### src/rtl/pid_pkg.sv
// Shared PID-loop package: error width, error type and clamp limits.
package pid_pkg;

  localparam int unsigned ERR_W = 9;

  typedef logic signed [ERR_W-1:0] err_t;

  localparam int ERR_MAX = 255;
  localparam int ERR_MIN = -256;

endpackage : pid_pkg

### src/rtl/sat_sub.sv
// Saturating signed subtract y = sat(a - b), reusable by the P/I/D stages.
// Ports:
//   a, b   : signed W-bit operands
//   y_c    : combinational difference, clamped to [-2^(W-1), 2^(W-1)-1]
//   ovf_c  : combinational flag, high when the true difference was clipped
module sat_sub
  import pid_pkg::*;
#(
  parameter int unsigned W = ERR_W
) (
  input  logic signed [W-1:0] a,
  input  logic signed [W-1:0] b,
  output logic signed [W-1:0] y_c,
  output logic                ovf_c
);

  // One extra bit holds the full difference range without wrap.
  logic [W:0] diff;
  logic       ovf;

  assign diff = {a[W-1], a} - {b[W-1], b};

  // Overflow when the top two bits disagree; clamp toward the sign.
  always_comb begin
    ovf = diff[W] ^ diff[W-1];
    y_c = diff[W-1:0];
    if (ovf) begin
      y_c = diff[W] ? {1'b1, {(W-1){1'b0}}} : {1'b0, {(W-1){1'b1}}};
    end
    ovf_c = ovf;
  end

endmodule : sat_sub

### src/rtl/d_error.sv
// Discrete derivative stage: DErr = sat(Err[n] - Err[n-1]) sampled every
// SAMPLE_DIV clocks. The first sample after reset only primes the history.
// Ports:
//   clk_32   : system clock, rising edge
//   rst      : synchronous active-high reset
//   Err      : signed error input
//   DErr     : registered, saturated derivative
//   derr_sat : registered flag, high while DErr holds a clipped value
module d_error
  import pid_pkg::*;
#(
  parameter int unsigned W          = ERR_W,
  parameter int unsigned SAMPLE_DIV = 1
) (
  input  logic                clk_32,
  input  logic                rst,
  input  logic signed [W-1:0] Err,
  output logic signed [W-1:0] DErr,
  output logic                derr_sat
);

  localparam int unsigned CNT_W = (SAMPLE_DIV > 1) ? $clog2(SAMPLE_DIV) : 1;

  logic [CNT_W-1:0]    cnt;
  logic                strobe;
  logic                primed;
  logic signed [W-1:0] prev_err;
  logic signed [W-1:0] diff_sat_c;
  logic                diff_ovf_c;

  // Decimation strobe on the last count of each period.
  assign strobe = (cnt == CNT_W'(SAMPLE_DIV - 1));

  sat_sub #(.W(W)) u_sat_sub (
    .a     (Err),
    .b     (prev_err),
    .y_c   (diff_sat_c),
    .ovf_c (diff_ovf_c)
  );

  // Counter, history and output registers; reset takes priority over strobe.
  always_ff @(posedge clk_32) begin
    if (rst) begin
      cnt      <= '0;
      primed   <= 1'b0;
      prev_err <= '0;
      DErr     <= '0;
      derr_sat <= 1'b0;
    end else begin
      cnt <= strobe ? '0 : cnt + CNT_W'(1);
      if (strobe) begin
        prev_err <= Err;
        if (!primed) begin
          primed   <= 1'b1;
          DErr     <= '0;
          derr_sat <= 1'b0;
        end else begin
          DErr     <= diff_sat_c;
          derr_sat <= diff_ovf_c;
        end
      end
    end
  end

endmodule : d_error

### config.mk
export PLATFORM = sky130hd
export DESIGN_NAME = d_error
export DESIGN_NICKNAME = d
export VERILOG_FILES = /design/src/rtl/pid_pkg.sv /design/src/rtl/sat_sub.sv /design/src/rtl/d_error.sv
export SDC_FILE = /design/constraint.sdc
export NUM_CORES = 1
export LEC_CHECK = 0
export ABC_CLOCK_PERIOD_IN_PS = 2430
export CORE_MARGIN = 2
export CORE_UTILIZATION = 49
export CTS_BUF_LIST = sky130_fd_sc_hd__clkbuf_8
export DETAILED_ROUTE_END_ITERATION = 8
export GPL_TIMING_DRIVEN = 0
export MAX_ROUTING_LAYER = met4
export PLACE_DENSITY = 0.77
export SLEW_MARGIN = 30
export SYNTH_ARGS = -nofsm -noshare
export SYNTH_HDL_FRONTEND = slang
export SYNTH_HIERARCHICAL = 1
export SYNTH_SLANG_ARGS = --single-unit
### constraint.sdc
create_clock -name clk_32 -period 2.43 [get_ports clk_32]
set_clock_uncertainty 0.15 [all_clocks]
set_input_delay 0.3645 -clock clk_32 [delete_from_list [all_inputs] [get_ports clk_32]]
set_output_delay 0.3645 -clock clk_32 [all_outputs]
set_load 0.1 [all_outputs]
-- After elaboration in Yosys (flattened, before gate mapping)
Index checks and enable logic that the tools add are counted.
- register bits: 21
- input port bits: 11
- output and inout port bits: 10
- logic and storage cells: 14
- add/subtract/negate cells: 2
- mux-type cells: 4
- bitwise gates (word level): 2
- reduce and logical (&&, ||, !) cells: 1
- operator list (cell ; number):
    9-bit 2-to-1 mux ; 3
    9-bit by 9-bit subtractor with 10-bit output ; 1
    2-bit OR reduction ; 1
    1-bit adder (second input constant) ; 1
    1-bit 2-to-1 mux ; 1
    1-bit inverter ; 1
    1-bit XOR ; 1

-- Logic depth before layout (Yosys ltp)
Gate-level depths: netlist of the first run.
- word-level depth: 4
- gate-level depth with buffers: 12

-- Modules after synthesis
Netlist of the first run, hierarchy kept.
- by module, submodules not included (module ; instances ; cells an instance ; area an instance (um2) ; sequential area each (um2)):
    d_error ; 1 ; 78 ; 753.2 ; 420.4
    sat_sub ; 1 ; 66 ; 524.3 ; 0.0

-- Least setup slack after synthesis of the first run
No wires, ideal clock.
- path kind: input -> register
- start point: input port Err[0]
- end point: register DErr[0]
- setup time: 70 ps
- arrival: 2237 ps
- data required time: 2210 ps
- path slack: -28 ps
- stages on the path: 12
- path buffers: 0
- path through: inv_1 ha_1 inv_1 fa_1 a211oi_2 nor2_2 a21oi_2 xnor2_4 nand2_1 a21oi_1 nand3b_1 a21oi_1
- longest elaborated chain between the ends: 4
- elaborated cells between the ends (all ways): 5
- ends and longest elaborated chain (item ; RTL line ; text):
    from (decl) ; d_error.sv:17 ; input logic signed [W-1:0] Err,
    9-bit by 9-bit subtractor with 10-bit output (*) ; sat_sub.sv:21 ; assign diff = {a[W-1], a} - {b[W-1], b};
    9-bit 2-to-1 mux / 1-bit XOR (equally long branches) ; sat_sub.sv:28, sat_sub.sv:25 ;
    9-bit 2-to-1 mux (*) ; sat_sub.sv:27 ; if (ovf) begin
    net diff_sat_c[0] ; d_error.sv:28 ; logic signed [W-1:0] diff_sat_c;
    9-bit 2-to-1 mux (*) ; d_error.sv:53 ; if (!primed) begin
    to (signal assigned) ; d_error.sv:58 ; DErr <= diff_sat_c;
    to (decl) ; d_error.sv:18 ; output logic signed [W-1:0] DErr,
Mark *: on every way through the listed nets, which the timed path passes. The rest lies on a longest branch.
A chain may end at the register's enable or synchronous reset.

-- Final worst setup path of the first run
- start point: input port Err[7]
- end point: register DErr[7]
Same word-level chain as after synthesis.

==> reports/results.tsv, run 1 <==
metric	value	unit
# nets final	193	
critical path class	in2reg	
DR DRC count	0	
clk sinks	21	
DRT Wirelength	2500	µm
Design Power	0.00101	W
PD cells	593	mW/mm²
Leakage	0.664	nW
Startpoint Class	input pin	
post-synthesis sequential area ratio	32.9	%
Max Slew Vio Count	0	
# setup viols final	0	
Avg Inst Size Synth	8.87	µm²
drt first pass iters	4	
GR Util All Layers	19.2	%
global-route wire length before repair	4120	µm
Detailed Route Iter0 Violations	4	
area of the multi-input gates	898	µm²
Post-Syn Nets	165	
vias after detailed routing	1070	
Layout area overhead	33.9	%
Hold Vio Cnt, Final	0	
PortBufs	19	
Place WS	-0.612	ns
arrival time worst endpoint	2.41	ns
number of antenna violations at the first check in global routing	0	
VDD IR max	420	µV
share of layout cells above drive strength 1	23.4	%
setup ws final	0.0488	ns
Hold Path Class	reg2reg	
FILL cells	210	
Layout Utilization	69.0	%
vias in the first global route	1032	
IO Pins	21	
actual slew at the worst max-slew pin	0.960	ns
Post-Synthesis Cell Area	0.00128	mm²
largest net degree at the start of global routing	12	
diode count	0	
TNS Setup	0	ns
status	completed	
worst-path fanout max	8	
final period utilization	98.0	%
Synth top area share	32.9	%
Vias/cell	5.32	
grt total ovfl	0	
FF+latch count, synth	21	
Synth Instances	144	
Yosys cell types	31	
reg-to-reg slack, setup	0.08	ns
max-capacitance violation count	0	
RD Place Congestion	0.806	
Reg area	422	µm²
H-tree levels	1	
Synth area leaders	dfxtp_1 (33%), ha_1 (8.8%), mux2i_1 (7.1%)	
Slew HR	35.8	%
die area	0.00303	mm²
ANT nets after route	0	
Fmax	420	MHz
cell taking the most area after synthesis	dfxtp_1	
Root Buffer	clkbuf_8	
required time of the critical path	2.46	ns
asr flop ratio synth	0	%
Die Wd	55.1	µm
die height	55.1	µm
Synth Warn #	6	
Initial Util	51.6	%
hpwl dp	1860	µm
CTS Buffer Depth	2	
Inserted Clock Buffers	3	
Std-Cell Rows	18	
Core ar.	0.00248	mm²
CTS Hold Bufs	0	
dominant synthesized flop cell	dfxtp_1	
min Tclk post-route	2.38	ns
CTS clk-pin slew, worst paths	0.07	ns
RSZ-0062 raised after global routing	true	
crit end category	flop	
worst skew pair latency	0.25	ns
CTS tree	built	
Post-synth EDFFs	0	
routed len/inst	12.4	µm
-- flip-flops by register name (all words and copies together) (netlist names) --
| name | flops |
|---|---|
| cnt | 1 |
| primed | 1 |
| prev_err | 9 |
| DErr | 9 |
| derr_sat | 1 |
-- cells in the final DEF (no fill, tap or decap), drive strengths merged, types with 6 or more instances in the layout --
cell type	n
nand3b	10
inv	14
nand2	14
ha	9
clkdlybuf4s50	16
mux2i	9
a21oi	18
buf	8
xnor2	6
dfxtp	21
nor2	14
-- final timing paths --
path / from / end / cells past startpoint
hold / removal: DErr[8]$_SDFFE_PP0N_ / DErr[8]$_SDFFE_PP0N_ / 2
setup / recovery: Err[7] / DErr[7]$_SDFFE_PP0N_ / 9
setup reg to reg: prev_err[0]$_SDFFE_PP0N_ / derr_sat$_SDFFE_PP0N_ / 11
hold reg to reg: DErr[8]$_SDFFE_PP0N_ / DErr[8]$_SDFFE_PP0N_ / 2
-- layout make-up --
| type | count | share of cell area [%] |
|---|---|---|
| Buffer | 6 | 1.98 |
| Multi-Input combinational cell | 104 | 52.5 |
| Sequential cell | 21 | 24.7 |
| Clock inverter | 1 | 0.219 |
| Inverter | 13 | 2.85 |
| Timing Repair Buffer | 23 | 13.2 |
| Tap cell | 30 | 2.19 |
| Clock buffer | 3 | 2.41 |
-- synthesized netlist by cell type (2+ instances only) --
cell,count
dfxtp_1,21
a21oi_1,17
nand2_1,14
inv_1,13
nor2_1,12
nand3b_1,10
ha_1,9
mux2i_1,9
xnor2_1,5
o21ai_0,4
a21o_1,3
buf_2,3
maj3_2,3
clkbuf_1,2
nor2_2,2
o21a_1,2
-- metrics by stage --
stage               area, µm²  hold slack, ns  cells
floorplan                1280           0.307    144
global placement         1510           0.299    193
detailed placement       1510           0.307    193
CTS                      1630           0.318    200
global route             1710           0.335    201
finish                   1710           0.316    201
-- critical path: stages --
cell and delay, ns:
clkdlybuf4s50_1 0.47, ha_4 0.32, and3_2 0.22, a21boi_2 0.21, a2bb2oi_4 0.32, nand2_4 0.12, a21oi_2 0.14, nand3b_1 0.10
a21oi_1 0.15
-- routing by layer --
layer	share of wire [%]	track usage [%]
met4	0.40	6.10
met5	0	-
met3	2.6	3.23
met1	42	19.7
met2	55	36.7
-- where the power goes --
part	internal [W]	leakage, nW	switching, W
registers	0.000365	0.173	0.0000106
logic	0.000180	0.464	0.000239
clock network	0.000112	0.0269	0.000107
-- cell families after synthesis --
group                    share of synthesized area [%]
AND/OR/NAND/NOR                                   15.6
multiplexers                                      7.05
flip-flops                                        32.9
buffers and inverters                             6.46
AO/OA/AOI/OAI                                     18.4
other                                            0.294
adder cells (fa/ha/maj)                           13.0
XOR/XNOR                                          6.27
-- repair_timing --
action,in CTS,in global routing
hold endpoints to repair,0,0
endpoints found under the setup margin,9,9
pin swaps,16,13
resized for setup,16,13
setup buffers,3,1
Note: power is estimated with default switching activity, not from simulation.
==> run 2, diff against run 1 <==
--- a/config.mk
+++ b/config.mk
@@ -5,7 +5,6 @@
 export SDC_FILE = /design/constraint.sdc
 export NUM_CORES = 1
 export LEC_CHECK = 0
-export ABC_CLOCK_PERIOD_IN_PS = 2430
 export CORE_MARGIN = 2
 export CORE_UTILIZATION = 49
 export CTS_BUF_LIST = sky130_fd_sc_hd__clkbuf_8
==> results of run 2 <==
The final DEF is identical to that of run 1; final timing and power are the same.
==> run 3, diff against run 2 <==
--- a/config.mk
+++ b/config.mk
@@ -8,6 +8,7 @@
 export CORE_MARGIN = 2
 export CORE_UTILIZATION = 49
 export CTS_BUF_LIST = sky130_fd_sc_hd__clkbuf_8
+export CTS_CLUSTER_DIAMETER = 200
 export DETAILED_ROUTE_END_ITERATION = 8
 export GPL_TIMING_DRIVEN = 0
 export MAX_ROUTING_LAYER = met4
==> results of run 3 <==
The final DEF is identical to that of run 1; final timing and power are the same.
